### config.mk
export PLATFORM = sky130hd
export DESIGN_NAME = wb_write_queue
export DESIGN_NICKNAME = d
export VERILOG_FILES = /design/src/rtl/wb_write_queue_pkg.sv /design/src/rtl/wbq_bypass_match.sv /design/src/rtl/wb_write_queue.sv
export SDC_FILE = /design/constraint.sdc
export NUM_CORES = 1
export LEC_CHECK = 0
export BUFFER_PORTS_ARGS = -buffer_cell sky130_fd_sc_hd__buf_2
export CAP_MARGIN = 20
export CORE_MARGIN = 10
export CORE_UTILIZATION = 40
export CTS_CLUSTER_SIZE = 16
export DETAILED_ROUTE_END_ITERATION = 8
export REMOVE_ABC_BUFFERS = 1
export SLEW_MARGIN = 40
export SYNTH_ARGS = -nofsm -noshare
export SYNTH_HDL_FRONTEND = slang
export SYNTH_HIERARCHICAL = 1
export SYNTH_SLANG_ARGS = --single-unit
### constraint.sdc
create_clock -name CLK -period 12.8 [get_ports CLK]
set_clock_uncertainty 0.05 [all_clocks]
set_input_delay 0.64 -clock CLK [delete_from_list [all_inputs] [get_ports CLK]]
set_output_delay 0.64 -clock CLK [all_outputs]
set_load 0.05 [all_outputs]
### src/rtl/wb_write_queue_pkg.sv
// Shared definitions for the write-back queue.
//   REG_ADDR_W : register address width (r0 is the hard-wired zero register)
//   DATA_W     : default register data width
//   wbq_entry_t: one queue slot {valid, rd, data}
package wb_write_queue_pkg;

    localparam int unsigned REG_ADDR_W = 5;
    localparam int unsigned DATA_W     = 32;

    typedef struct packed {
        logic                  valid;
        logic [REG_ADDR_W-1:0] rd;
        logic [DATA_W-1:0]     data;
    } wbq_entry_t;

endpackage

### src/rtl/wbq_bypass_match.sv
// One bypass lookup against every queue slot.
//   addr_i  : lookup register address (0 never hits)
//   head_i  : slot index of the oldest entry
//   valid_i : per-slot valid bits
//   regs_i  : per-slot destination registers
//   data_i  : per-slot data
//   hit_o   : some valid slot matches addr_i
//   byp_o   : data of the youngest matching slot, 0 on a miss
module wbq_bypass_match
    import wb_write_queue_pkg::*;
#(
    parameter int unsigned DEPTH  = 4,
    parameter int unsigned DATA_W = 32,
    localparam int unsigned AW    = $clog2(DEPTH)
) (
    input  logic [REG_ADDR_W-1:0]            addr_i,
    input  logic [AW-1:0]                    head_i,
    input  logic [DEPTH-1:0]                 valid_i,
    input  logic [DEPTH-1:0][REG_ADDR_W-1:0] regs_i,
    input  logic [DEPTH-1:0][DATA_W-1:0]     data_i,
    output logic                             hit_o,
    output logic [DATA_W-1:0]                byp_o
);

    logic [AW-1:0] idx;

    // Walk slots oldest to youngest from the head; a later match overrides
    // an earlier one, so the youngest writer wins.
    always_comb begin
        hit_o = 1'b0;
        byp_o = '0;
        idx   = '0;
        for (int unsigned k = 0; k < DEPTH; k++) begin
            idx = head_i + AW'(k);
            if ((addr_i != '0) && valid_i[idx] && (regs_i[idx] == addr_i)) begin
                hit_o = 1'b1;
                byp_o = data_i[idx];
            end
        end
    end

endmodule

### src/rtl/wb_write_queue.sv
// In-order write-back queue between the Mem/Alu result offers and a
// single register-file write port, with three pending-write bypass lookups.
//   CLK, RESET                 : clock, asynchronous active-high reset
//   MemValid/MemReg/MemData    : older result offer, MemReady handshake
//   AluValid/AluReg/AluData    : younger result offer, AluReady handshake
//   Write1/WriteReg1/WriteData1: head entry, committed every cycle it is shown
//   RegA1/B1/C1                : bypass lookup addresses
//   HitA1/B1/C1, BypA1/B1/C1   : bypass results over queued entries
//   Count                      : number of valid entries
module wb_write_queue
    import wb_write_queue_pkg::*;
#(
    parameter int unsigned DEPTH  = 4,
    parameter int unsigned DATA_W = 32,
    localparam int unsigned AW    = $clog2(DEPTH),
    localparam int unsigned CW    = AW + 1
) (
    input  logic                  CLK,
    input  logic                  RESET,
    input  logic                  MemValid,
    input  logic [REG_ADDR_W-1:0] MemReg,
    input  logic [DATA_W-1:0]     MemData,
    input  logic                  AluValid,
    input  logic [REG_ADDR_W-1:0] AluReg,
    input  logic [DATA_W-1:0]     AluData,
    output logic                  MemReady,
    output logic                  AluReady,
    output logic                  Write1,
    output logic [REG_ADDR_W-1:0] WriteReg1,
    output logic [DATA_W-1:0]     WriteData1,
    input  logic [REG_ADDR_W-1:0] RegA1,
    input  logic [REG_ADDR_W-1:0] RegB1,
    input  logic [REG_ADDR_W-1:0] RegC1,
    output logic                  HitA1,
    output logic                  HitB1,
    output logic                  HitC1,
    output logic [DATA_W-1:0]     BypA1,
    output logic [DATA_W-1:0]     BypB1,
    output logic [DATA_W-1:0]     BypC1,
    output logic [CW-1:0]         Count
);

    logic [DEPTH-1:0]                 vld_q,  vld_d;
    logic [DEPTH-1:0][REG_ADDR_W-1:0] rd_q,   rd_d;
    logic [DEPTH-1:0][DATA_W-1:0]     data_q, data_d;
    logic [AW-1:0]                    rptr_q, rptr_d;
    logic [AW-1:0]                    wptr_q, wptr_d;
    logic [CW-1:0]                    count_q, count_d;

    logic          deq;
    logic          mem_enq;
    logic          alu_enq;
    logic [AW-1:0] alu_slot;

    // Readiness looks only at the registered count, so an entry leaving
    // this cycle never frees room for an offer in the same cycle.
    always_comb begin
        MemReady = (count_q < CW'(DEPTH));
        AluReady = (count_q <= CW'(DEPTH - 2));
    end

    // The register file always accepts, so the head commits every cycle
    // it is presented. Offers to r0 are consumed without taking a slot.
    always_comb begin
        deq      = (count_q != '0);
        mem_enq  = MemValid && MemReady && (MemReg != '0);
        alu_enq  = AluValid && AluReady && (AluReg != '0);
        alu_slot = wptr_q + AW'(mem_enq);
    end

    always_comb begin
        Write1     = deq;
        WriteReg1  = '0;
        WriteData1 = '0;
        if (deq) begin
            WriteReg1  = rd_q[rptr_q];
            WriteData1 = data_q[rptr_q];
        end
        Count = count_q;
    end

    always_comb begin
        vld_d  = vld_q;
        rd_d   = rd_q;
        data_d = data_q;
        if (deq) begin
            vld_d[rptr_q] = 1'b0;
        end
        // Enqueue slots are always free, so they never collide with the
        // slot being dequeued. Mem lands ahead of Alu.
        if (mem_enq) begin
            vld_d[wptr_q]  = 1'b1;
            rd_d[wptr_q]   = MemReg;
            data_d[wptr_q] = MemData;
        end
        if (alu_enq) begin
            vld_d[alu_slot]  = 1'b1;
            rd_d[alu_slot]   = AluReg;
            data_d[alu_slot] = AluData;
        end
        rptr_d  = rptr_q + AW'(deq);
        wptr_d  = wptr_q + AW'(mem_enq) + AW'(alu_enq);
        count_d = count_q + CW'(mem_enq) + CW'(alu_enq) - CW'(deq);
    end

    always_ff @(posedge CLK or posedge RESET) begin
        if (RESET) begin
            vld_q   <= '0;
            rd_q    <= '0;
            data_q  <= '0;
            rptr_q  <= '0;
            wptr_q  <= '0;
            count_q <= '0;
        end else begin
            vld_q   <= vld_d;
            rd_q    <= rd_d;
            data_q  <= data_d;
            rptr_q  <= rptr_d;
            wptr_q  <= wptr_d;
            count_q <= count_d;
        end
    end

    wbq_bypass_match #(.DEPTH(DEPTH), .DATA_W(DATA_W)) u_byp_a (
        .addr_i  (RegA1),
        .head_i  (rptr_q),
        .valid_i (vld_q),
        .regs_i  (rd_q),
        .data_i  (data_q),
        .hit_o   (HitA1),
        .byp_o   (BypA1)
    );

    wbq_bypass_match #(.DEPTH(DEPTH), .DATA_W(DATA_W)) u_byp_b (
        .addr_i  (RegB1),
        .head_i  (rptr_q),
        .valid_i (vld_q),
        .regs_i  (rd_q),
        .data_i  (data_q),
        .hit_o   (HitB1),
        .byp_o   (BypB1)
    );

    wbq_bypass_match #(.DEPTH(DEPTH), .DATA_W(DATA_W)) u_byp_c (
        .addr_i  (RegC1),
        .head_i  (rptr_q),
        .valid_i (vld_q),
        .regs_i  (rd_q),
        .data_i  (data_q),
        .hit_o   (HitC1),
        .byp_o   (BypC1)
    );

endmodule

==> results.cfg <==
[setup_path]
worstPathMaxFanout = 110
timing.rr.start = Count[2]
criticalPathCategory = reg2out
rrSetupSlack_ps = 9370
critPathRequiredTime_ps = 12110
reg2reg_depth = 9
crit_path_end_kind = output port
worstSetupStartpointType = register
cp-endpoint = BypA1[3]
crit_arrival_ps = 6200
cp-startpoint = rptr_q[0]
reg2reg_to = data_q[105]

[sta]
max_freq_mhz = 145.2
post-route-period-util = 0.5381
setup_viol = 0
slew_headroom = 0.3913
timing.final.hold_violations = 0
drv_slew = 0
hold_slack_ps = 254.8
timing.final.crit_period_ps = 6888
setup_ws_ps = 5912
rsz0062_at_grt = no
worst_pin_slew_ps = 907.7

[place]
gp_congestion = 0.8909
place_hpwl_um = 55150
pre_cts_ws_ps = 6697
numPortBuffers = 234
dp_cells = 3060

[global_route]
grt_use_total = 0.2592
antenna_found_initial = 9
grt_pass1_wl_um = 130200
grt.overflow.total = 0
grt_pass1_vias = 20598
grt_max_degree = 168

[power]
power_w = 0.007821
power_density_nw_per_um2 = 325.3
p_leak_nw = 9.721
vdd_drop_max_mv = 0.2715

[floorplan]
coreArea_um2 = 54130
die_area_um2 = 64790
rows = 85
die_h_um = 254.5
die_x_um = 254.5
initial_core_util = 0.4065
num_io_pins = 235

[clock_tree]
cts_tree = yes
root_buffer = clkbuf_16
cts.clk_slew.worst_paths_ps = 70
cts-buffers-inserted = 17
clockBufferDepth = 2
hold_buffers = 0
cts_setup_buffers = 0
clk_latency_ps = 470
cts.sinks = 159
h-tree-depth = 4
cts_resized = 0

[final_layout]
syn_to_final_growth_pct = 9.274
stdcell_count = 3098
final_common_cell = mux2_2
drive_above_1_share = 0.3365
post-route-util = 0.4442
num-fill-cells = 5111
fin_nets = 2485
seqCellArea_um2 = 3986
multi_input_area_um2 = 16850
most-common-layout-cells = mux2_2, mux2i_1, buf_2

[min_path]
hp-class = in2async

[logic_synthesis]
synth_ff_type = dfrtp_1
avgSynthCellArea_um2 = 9.444
ys_ff_latch = 159
yosysSeqAreaShare = 0.1808
synth_edf_count = 0
ys_warn_count = 6
syn_area_um2 = 22000
synthArstFlopShare = 1.000
synth_cells = 2330
ys_types = 70

[drt]
vias_per_cell = 6.869
wl_per_cell_um = 28.25
wirelength_um = 87510
via_count = 21279
drt_pre_antenna_iters = 6
antenna_left = 0
route.detailed.drc = 0
initialDrtViolationCount = 2331

[run_status]
status = finished clean

[job]
cap_viol_max_count = 0
-- kinds of logic after synthesis --
family	share of synthesized area
and+or+nand+nor	0.1211
DFF	0.1808
buffers and inverters	0.05993
muxes	0.4205
AOI/OAI and AO/OA	0.1947
adders and majority gates	0.004663
xor gates and xnor gates	0.01831
-- worst max-delay path: stages, from the launching register on --
cell,delay [ps]
dfrtp_4,780
buf_12,360
buf_16,440
buf_6,600
mux4_2,420
a211oi_1,190
a21oi_1,90
or3_2,470
buf_4,330
nand3_2,130
buf_4,560
o211ai_1,210
a2bb2oi_1,540
buf_2,380
-- final cells by class --
cell class              count  area share
inverters                  20    0.003747
flip-flops and latches    159      0.1658
multi-input cells        1911      0.7007
clock buffers              18     0.01827
clock inverters            14    0.006557
repair buffers            276     0.06827
well taps                 696     0.03622
diodes                      4   0.0004163
-- Yosys cell counts (all sizes together), types with 20 or more instances --
library cell	n	area (um^2)
buf	130	830.8
nor2	158	600.6
o221ai	72	630.6
xnor2	26	227.7
and2	37	231.5
nand2	192	720.7
inv	20	75.07
a22o	20	175.2
nand3	24	135.1
o21ai	32	160.1
xor2	20	175.2
o32a	21	210.2
a211oi	33	247.7
mux2	398	4598
a21oi	54	281.5
nor3	71	389.1
a2bb2oi	72	630.6
dfrtp	159	3979
mux4	67	1509
clkbuf	110	412.9
o211ai	76	584.3
o311ai	72	630.6
mux2i	303	3146
-- registers in the layout, summed over array words and instances (netlist names) --
name and flops:
Count 3, data_q 128, rd_q 20, rptr_q 2, vld_q 4, wptr_q 2
-- worst min path at each step --
stage,startpoint,endpoint,slack [ps]
after floorplan,data_q[62],data_q[62],590
after global placement,Count[0],Count[0],560
after detailed placement,Count[0],Count[0],580
after CTS,RESET,data_q[38],270
after global routing,RESET,data_q[73],310
final,RESET,data_q[73],250
-- per-stage QoR --
step           setup TNS [ps]  cell area, um^2
2_1_floorplan         -874710            20760
3_3_place_gp                0            23190
3_5_place_dp                0            23370
4_1_cts                     0            23970
5_1_grt                     0            24040
6_report                    0            24040
-- report_power, final --
part | internal (W) | leakage, nW | total, W | switching, W
logic | 0.00243 | 7.55 | 0.00578 | 0.00335
registers | 0.000764 | 1.87 | 0.00149 | 0.000729
clock network | 0.000296 | 0.295 | 0.000545 | 0.000248
total | 0.00349 | 9.72 | 0.00782 | 0.00433
-- metal layers --
layer | track usage | vias up | routed length, um
met1 | 0.3356 | 10764 | 36480
met3 | 0.04163 | 211 | 6663
li1 | - | 9221 | -
met2 | 0.4195 | 1073 | 40890
met5 | 0 | - | 56
met4 | 0.1161 | 10 | 3421
No activity file was read; power rests on OpenSTA's default activity.
